File: src/rtl/ss_display_arbiter.sv
// ss_display_arbiter: shares an 8-digit 7-segment display between two requesters at scan-frame boundaries
module ss_display_arbiter #(
    parameter int REFRESH_DIV = 50000,
    parameter int HOLD_FRAMES = 100
) (
    input  logic        clk,
    input  logic        resetn,
    input  logic        req0,
    input  logic [31:0] bcd0,
    input  logic [7:0]  dots0,
    output logic        ack0,
    input  logic        req1,
    input  logic [31:0] bcd1,
    input  logic [7:0]  dots1,
    output logic        ack1,
    output logic        clk_enable,
    output logic [31:0] bcd,
    output logic [7:0]  dots,
    output logic [1:0]  owner
);
    localparam int PW = $clog2(REFRESH_DIV);
    localparam int HW = HOLD_FRAMES < 2 ? 1 : $clog2(HOLD_FRAMES);
    localparam logic [PW-1:0] PRE_LAST = PW'(REFRESH_DIV - 1);
    localparam logic [HW-1:0] HOLD_LAST = HW'(HOLD_FRAMES > 0 ? HOLD_FRAMES - 1 : 0);

    typedef enum logic [1:0] {IDLE, HOLD, OPEN} state_t;

    state_t        state, state_next;
    logic [PW-1:0] pre;
    logic [2:0]    digit;
    logic [HW-1:0] hold, hold_next;
    logic          last_grant;
    logic          frame_end, arb_open, grant, sel1;

    // refresh prescaler and registered digit-advance strobe
    always_ff @(posedge clk) begin
        if (!resetn) begin
            pre        <= '0;
            clk_enable <= 1'b0;
        end else begin
            pre        <= pre == PRE_LAST ? '0 : pre + 1'b1;
            clk_enable <= pre == PRE_LAST;
        end
    end

    // nominal scan position, used only to find frame boundaries
    always_ff @(posedge clk) begin
        if (!resetn)
            digit <= '0;
        else if (clk_enable)
            digit <= digit + 1'b1;
    end

    // arbitration window, round-robin choice and next FSM state
    always_comb begin
        frame_end  = clk_enable && digit == 3'd7;
        arb_open   = state != HOLD || hold == HOLD_LAST;
        grant      = frame_end && arb_open && (req0 || req1);
        sel1       = req1 && (!req0 || !last_grant);
        state_next = grant ? (HOLD_FRAMES == 0 ? OPEN : HOLD)
                   : (frame_end && state == HOLD && hold == HOLD_LAST) ? OPEN : state;
        hold_next  = grant ? '0 : (frame_end && state == HOLD) ? hold + 1'b1 : hold;
    end

    // FSM state and hold-frame counter
    always_ff @(posedge clk) begin
        if (!resetn) begin
            state <= IDLE;
            hold  <= '0;
        end else begin
            state <= state_next;
            hold  <= hold_next;
        end
    end

    // latch the granted port's content and pulse its ack in the same cycle
    always_ff @(posedge clk) begin
        if (!resetn) begin
            ack0       <= 1'b0;
            ack1       <= 1'b0;
            bcd        <= '0;
            dots       <= '0;
            owner      <= 2'd0;
            last_grant <= 1'b1;
        end else begin
            ack0 <= grant && !sel1;
            ack1 <= grant && sel1;
            if (grant) begin
                bcd        <= sel1 ? bcd1 : bcd0;
                dots       <= sel1 ? dots1 : dots0;
                owner      <= sel1 ? 2'd2 : 2'd1;
                last_grant <= sel1;
            end
        end
    end
endmodule

File: config.mk
export PLATFORM = sky130hd
export DESIGN_NAME = ss_display_arbiter
export DESIGN_NICKNAME = d
export VERILOG_FILES = /design/src/rtl/ss_display_arbiter.sv
export SDC_FILE = /design/constraint.sdc
export NUM_CORES = 1
export LEC_CHECK = 0
export CORE_MARGIN = 2
export CORE_UTILIZATION = 46
export CTS_CLUSTER_SIZE = 28
export DETAILED_ROUTE_END_ITERATION = 10
export GPL_TIMING_DRIVEN = 1
export PLACE_DENSITY = 0.86
export SETUP_SLACK_MARGIN = 0.15
export SLEW_MARGIN = 20
export SYNTH_ARGS = -nofsm -noshare
export SYNTH_HDL_FRONTEND = slang
export SYNTH_SLANG_ARGS = --single-unit
File: constraint.sdc
create_clock -name clk -period 5.08 [get_ports clk]
set_input_delay 0.508 -clock clk [delete_from_list [all_inputs] [get_ports clk]]
set_output_delay 0.508 -clock clk [all_outputs]
set_load 0.1 [all_outputs]
==> impl_metrics.env, run 1 <==
export IMPL_status="finished clean"
export IMPL_synth_avg_cell_area_um2=10.7
export IMPL_cts_sinks=74
export IMPL_clock_path_buffers=2
export IMPL_synth_area_um2=3060
export IMPL_path_class="reg -> out"
export IMPL_antenna_cells=0
export IMPL_max_cap_violations=0
export IMPL_cts_root_buffer="clkbuf_8"
export IMPL_dp_cells=477
export IMPL_path_clk_slew_ns=0.07
export IMPL_synth_distinct_cells=35
export IMPL_finalSetupViolCount=0
export IMPL_globalplace_congestion=0.847
export IMPL_path_buf_inv=1
export IMPL_first_global_vias=2773
export IMPL_postPlaceCellArea_um2=4390
export IMPL_pwr_density_cell_nw_per_um2=268
export IMPL_ys_ff_latch=74
export IMPL_h_tree_depth=3
export IMPL_fin_crit_ns=2.56
export IMPL_ctsHoldBuffers=0
export IMPL_yosysWarnings=0
export IMPL_synth_common_cells="74 x dfxtp_1, 42 x mux2i_1, 41 x o2bb2ai_1, 24 x nor2_1, 14 x nand2_1"
export IMPL_dpl_worst_slack_ns=2.50
export IMPL_synth_most_common_cell="dfxtp_1"
export IMPL_start_kind="register"
export IMPL_dr_pass1_iters=4
export IMPL_grt_pass1_wl_um=12700
export IMPL_worst_hold_slack_ns=0.452
export IMPL_path_max_fanout=7
export IMPL_irDropWorstVdd_v=0.000214
export IMPL_numCtsBuffers=9
export IMPL_portBuffers=128
export IMPL_synth_edf_count=0
export IMPL_ioPinCount=129
export IMPL_leakage_nw=1.86
export IMPL_viasPerCell=5.32
export IMPL_crit_slowest_cell="clkdlybuf4s50_1"
export IMPL_worstPathArrival_ns=2.05
export IMPL_fin_skew_ns=0.00793
export IMPL_hold_viol_final=0
export IMPL_track_usage_pct=21.9
export IMPL_end_kind="output port"
export IMPL_fin_crit_sh_pct=50.4
export IMPL_wl_um=7490
export IMPL_slew_headroom_pct=32.3
export IMPL_synthCells=286
export IMPL_final_cell_area_um2=4630
export IMPL_setup_tns_ns=0
export IMPL_report_final_slew_viol_count=0
export IMPL_wire_per_inst_um=15.2
export IMPL_grt_overflow_total=0
export IMPL_instances_no_fill=492
export IMPL_worstPathCellList="clkdlybuf4s50_1"
export IMPL_antenna_found_initial=0
export IMPL_synth_async_reset_ratio_pct=0
export IMPL_synthTopCellsByArea="dfxtp_1 48%, mux2i_1 14%, o2bb2ai_1 12%"
export IMPL_clock_latency_ns=0.34
export IMPL_dp_hpwl_um=5450
export IMPL_final_nets=499
export IMPL_synth_top_cell_by_area="dfxtp_1"
export IMPL_die_height_um=85.5
export IMPL_cts_tree="built"
export IMPL_dieArea_um2=7310
export IMPL_rsz0062_at_grt="false"
export IMPL_die_w_um=85.5
export IMPL_initial_utilization_pct=47.8
export IMPL_worst_slew_pin_slew_ns=1.01
export IMPL_synth_top_area_share_pct=48.5
export IMPL_setup_ws_ns=2.52
export IMPL_synthFlopType="dfxtp_1"
export IMPL_drive_gt1_share_pct=5.30
export IMPL_drt_iter0_drc=51
export IMPL_required_ns=4.57
export IMPL_seqCellArea_um2=1480
export IMPL_ant_nets=0
export IMPL_n_fill_cell=488
export IMPL_syn_to_final_growth_pct=51.6
export IMPL_grt_max_degree=47
export IMPL_post_cts_resized=0
export IMPL_multi_input_area_um2=1510
export IMPL_synth_net_count=374
export IMPL_fp_row_count=29
export IMPL_drc_errors=0
export IMPL_core_area_um2=6390
export IMPL_post_cts_buffers=0
export IMPL_cpLargestDelayFamily="buffers and inverters"
export IMPL_hold_class="reg -> reg"
export IMPL_clock_fmax_ghz=0.390
export IMPL_yosysSeqAreaShare_pct=48.5
export IMPL_dr_total_vias=2619
export IMPL_cp_slowest_stage_delay_ns=1.20
[final cells by class]
class	count	area share [%]
multi-input combinational	193	32.5
sequential	74	32.0
timing repair buffer	130	28.0
clock buffer	10	2.97
clock inverter	5	2.21
tap	77	2.08
inverter	3	0.243
[layer usage]
metal | global-route usage, % | share of wire [%] | vias to the layer above
met3 | 5.39 | 6.7 | 17
met2 | 38.6 | 49 | 96
li1 | - | - | 1300
met5 | 0 | 0 | -
met1 | 24.2 | 41 | 1206
met4 | 11.4 | 2.9 | 0
[registers in the layout, summed over array words and instances (netlist names)]
name / flops
hold: 7
digit: 3
last_grant: 1
clk_enable: 1
ack1: 1
owner: 2
dots: 8
pre: 16
bcd: 32
state: 2
ack0: 1
[path summary, 6_finish.rpt]
check,from,end,slack (ns),depth (start not counted)
setup / recovery,clk_enable$_SDFF_PN0_,clk_enable,2.52,1
setup reg to reg,hold[2]$_SDFFE_PP0P_,owner[1]$_SDFFE_PN0P_,2.61,4
hold reg to reg,last_grant$_SDFFE_PN1P_,last_grant$_SDFFE_PN1P_,0.45,2
hold / removal,last_grant$_SDFFE_PN1P_,last_grant$_SDFFE_PN1P_,0.45,2
[metrics by stage]
stage	utilization [%]	total power, mW
after global placement	68.8	0.707
final	72.6	1.24
after floorplan	-	0.636
after global routing	72.6	1.28
after CTS	72.6	1.25
after detailed placement	68.8	0.710
[logic make-up (layout without fill, tap and decap cells)]
kind of cell | count (synthesis) | after routing | synth area share (%)
compound gates | 51 | 51 | 14.5
xor+xnor | 20 | 20 | 5.73
fa+ha+maj | 4 | 4 | 1.64
buf+inv | 19 | 148 | 2.66
flops | 74 | 74 | 48.5
mux | 42 | 42 | 13.8
simple gates | 76 | 76 | 13.3
[power breakdown]
| part | internal [mW] | total, mW | leakage [nW] | switching [mW] |
|---|---|---|---|---|
| Clock | 0.336 | 0.546 | 0.118 | 0.210 |
| Combinational | 0.0748 | 0.112 | 1.14 | 0.0373 |
| Sequential | 0.582 | 0.584 | 0.596 | 0.00189 |
[cell usage in the layout (no fill, tap or decap), drive strengths merged, types with 4 or more instances in the layout]
cell type      count
clkbuf            10
and2               7
xor2               9
xnor2             11
dfxtp             74
nor2              24
nand2             15
nand3              6
mux2i             42
ha                 4
o2bb2ai           41
clkdlybuf4s50    128
nand4              6
Power figures use the tool's default switching activity.
==> run 2, diff against run 1 <==
--- a/config.mk
+++ b/config.mk
@@ -6,11 +6,11 @@
 export NUM_CORES = 1
 export LEC_CHECK = 0
 export CORE_MARGIN = 2
-export CORE_UTILIZATION = 46
+export CORE_UTILIZATION = 38
 export CTS_CLUSTER_SIZE = 28
 export DETAILED_ROUTE_END_ITERATION = 10
 export GPL_TIMING_DRIVEN = 1
-export PLACE_DENSITY = 0.86
+export PLACE_DENSITY = 0.76
 export SETUP_SLACK_MARGIN = 0.15
 export SLEW_MARGIN = 20
 export SYNTH_ARGS = -nofsm -noshare
==> constraint.sdc (replaced) <==
create_clock -name clk -period 2.1 [get_ports clk]
set_input_delay 0.21 -clock clk [delete_from_list [all_inputs] [get_ports clk]]
set_output_delay 0.21 -clock clk [all_outputs]
set_load 0.1 [all_outputs]
==> impl_metrics.env, run 2 (synthesis gave the netlist of run 1 again) <==
export IMPL_status="finished clean"
export IMPL_reg_top3="bcd (32), pre (16), dots (8)"
export IMPL_reg2reg_slack_ns=0.32
export IMPL_r2r_end="pre[6]$_SDFF_PP0_"
export IMPL_drc_errors=0
export IMPL_h_tree_depth=3
export IMPL_fp_row_count=32
export IMPL_die_height_um=93.7
export IMPL_required_ns=2.33
export IMPL_setup_ws_ns=0.319
export IMPL_syn_to_final_growth_pct=49.3
export IMPL_worstPathArrival_ns=2.01
export IMPL_antenna_found_initial=0
export IMPL_drive_gt1_share_pct=17.8
export IMPL_p_clk_share_pct=36.6
export IMPL_finish_utilization_pct=58.7
export IMPL_hold_path_endpoint="last_grant$_SDFFE_PN1P_"
export IMPL_mostFrequentLayoutCells="83 x clkdlybuf4s50_1, 73 x dfxtp_1, 51 x buf_4"
export IMPL_rsz0062_at_grt="false"
export IMPL_layout_commonest_cell="clkdlybuf4s50_1"
export IMPL_clock_path_buffers=2
export IMPL_setup_tns_ns=0
export IMPL_path_max_fanout=14
export IMPL_ioPinCount=129
export IMPL_viasPerCell=4.93
export IMPL_initial_utilization_pct=39.3
export IMPL_fin_skew_ns=0.00942
export IMPL_fin_crit_ns=1.78
export IMPL_die_w_um=93.7
export IMPL_pwr_density_cell_nw_per_um2=584
export IMPL_wl_um=7230
export IMPL_r2r_start="pre[12]$_SDFF_PP0_"
export IMPL_p_switching_mw=0.633
export IMPL_hold_viol_final=0
export IMPL_grt_overflow_total=0
export IMPL_p_comb_share_pct=10.4
export IMPL_grt_met3_usage_pct=4.65
export IMPL_core_area_um2=7770
export IMPL_power_frac_seq_pct=53.0
export IMPL_groute_layer_met2_usage_pct=29.1
export IMPL_wire_per_inst_um=13.8
export IMPL_portBuffers=128
export IMPL_track_usage_pct=16.8
export IMPL_leakage_nw=1.96
export IMPL_fin_crit_sh_pct=84.8
export IMPL_dpl_worst_slack_ns=0.328
export IMPL_dieArea_um2=8770
export IMPL_hold_class="reg -> reg"
export IMPL_final_cell_area_um2=4560
export IMPL_grtUsageMet1_pct=19.8
export IMPL_ctsHoldBuffers=0
export IMPL_cp_slowest_stage_delay_ns=0.55
export IMPL_intPower_mw=2.03
export IMPL_globalplace_congestion=0.773
export IMPL_crit_slowest_cell="or4_4"
export IMPL_finalSetupViolCount=0
export IMPL_worst_r2r_cell_count=4
export IMPL_report_final_slew_viol_count=0
export IMPL_first_global_vias=2528
export IMPL_clock_fmax_ghz=0.562
export IMPL_postPlaceCellArea_um2=4380
export IMPL_dr_total_vias=2581
export IMPL_p_sw_share_pct=23.8
export IMPL_cts_sinks=74
export IMPL_gr_max_usage_layer="met2"
export IMPL_path_class="reg -> reg"
export IMPL_instances_no_fill=524
export IMPL_ant_nets=0
export IMPL_dp_hpwl_um=5460
export IMPL_post_cts_buffers=0
export IMPL_end_kind="register"
export IMPL_largest_reg_flops=32
export IMPL_regMostFlops="bcd"
export IMPL_grt_max_degree=47
export IMPL_start_kind="register"
export IMPL_final_nets=505
export IMPL_max_cap_violations=0
export IMPL_antenna_cells=0
export IMPL_numCtsBuffers=9
export IMPL_slew_headroom_pct=74.6
export IMPL_worstHoldStart="last_grant$_SDFFE_PN1P_"
export IMPL_post_cts_resized=0
export IMPL_dr_pass1_iters=4
export IMPL_whs_path_depth=2
export IMPL_cts_tree="built"
export IMPL_worst_slew_pin_slew_ns=0.375
export IMPL_path_clk_slew_ns=0.07
export IMPL_dp_cells=508
export IMPL_drt_iter0_drc=56
export IMPL_worstPathCellList="or4_1 > or4_4 > nand2_4 > nor2_1"
export IMPL_irDropWorstVdd_v=0.000340
export IMPL_clock_latency_ns=0.34
export IMPL_cts_root_buffer="clkbuf_8"
export IMPL_grt_pass1_wl_um=11700
[run 2: worst max-delay path by stage]
stage                          startpoint                    end  slack, ns
floorplan           clk_enable$_SDFF_PN0_   bcd[11]$_SDFFE_PN0P_       0.32
global placement       pre[12]$_SDFF_PP0_     pre[13]$_SDFF_PP0_       0.37
detailed placement                   req1   dots[2]$_SDFFE_PN0P_       0.33
CTS                    pre[12]$_SDFF_PP0_      pre[6]$_SDFF_PP0_       0.32
global route         hold[2]$_SDFFE_PP0P_  owner[1]$_SDFFE_PN0P_       0.23
finish                 pre[12]$_SDFF_PP0_      pre[6]$_SDFF_PP0_       0.32
[run 2: routing by layer]
layer  part of all wire [%]  vias to the layer above
li1                       -                     1314
met1                     43                     1167
met2                     48                       89
met3                    7.6                       11
met4                    1.9                        0
met5                      0                        -
[run 2: area by class of cell]
cell class	instances	area, um2
flip-flops and latches	74	1480
clock buffers	9	124
fillers	665	3210
repair buffers	136	1250
multi-input cells	193	1510
clock inverters	7	55.1
inverters	3	11.3
well taps	102	128
[run 2: critical path, delay by kind of cell (launching register included)]
kind          cells  cell delay, ns
simple gates      4            1.31
flops             1            0.36
[run 2: power by group through the flow]
stage	sequential, mW	clock, mW	combinational [mW]
after floorplan	1.44	0	0.0962
after global placement	1.44	0	0.276
after detailed placement	1.44	0	0.281
after CTS	1.41	1.01	0.282
after global routing	1.41	1.07	0.301
final	1.41	0.976	0.277
[run 2: per-stage QoR]
stage	total power [mW]	hold slack, ns
after floorplan	1.54	0.352
after global placement	1.72	0.433
final	2.66	0.458
after CTS	2.70	0.462
after global routing	2.79	0.481
after detailed placement	1.73	0.447
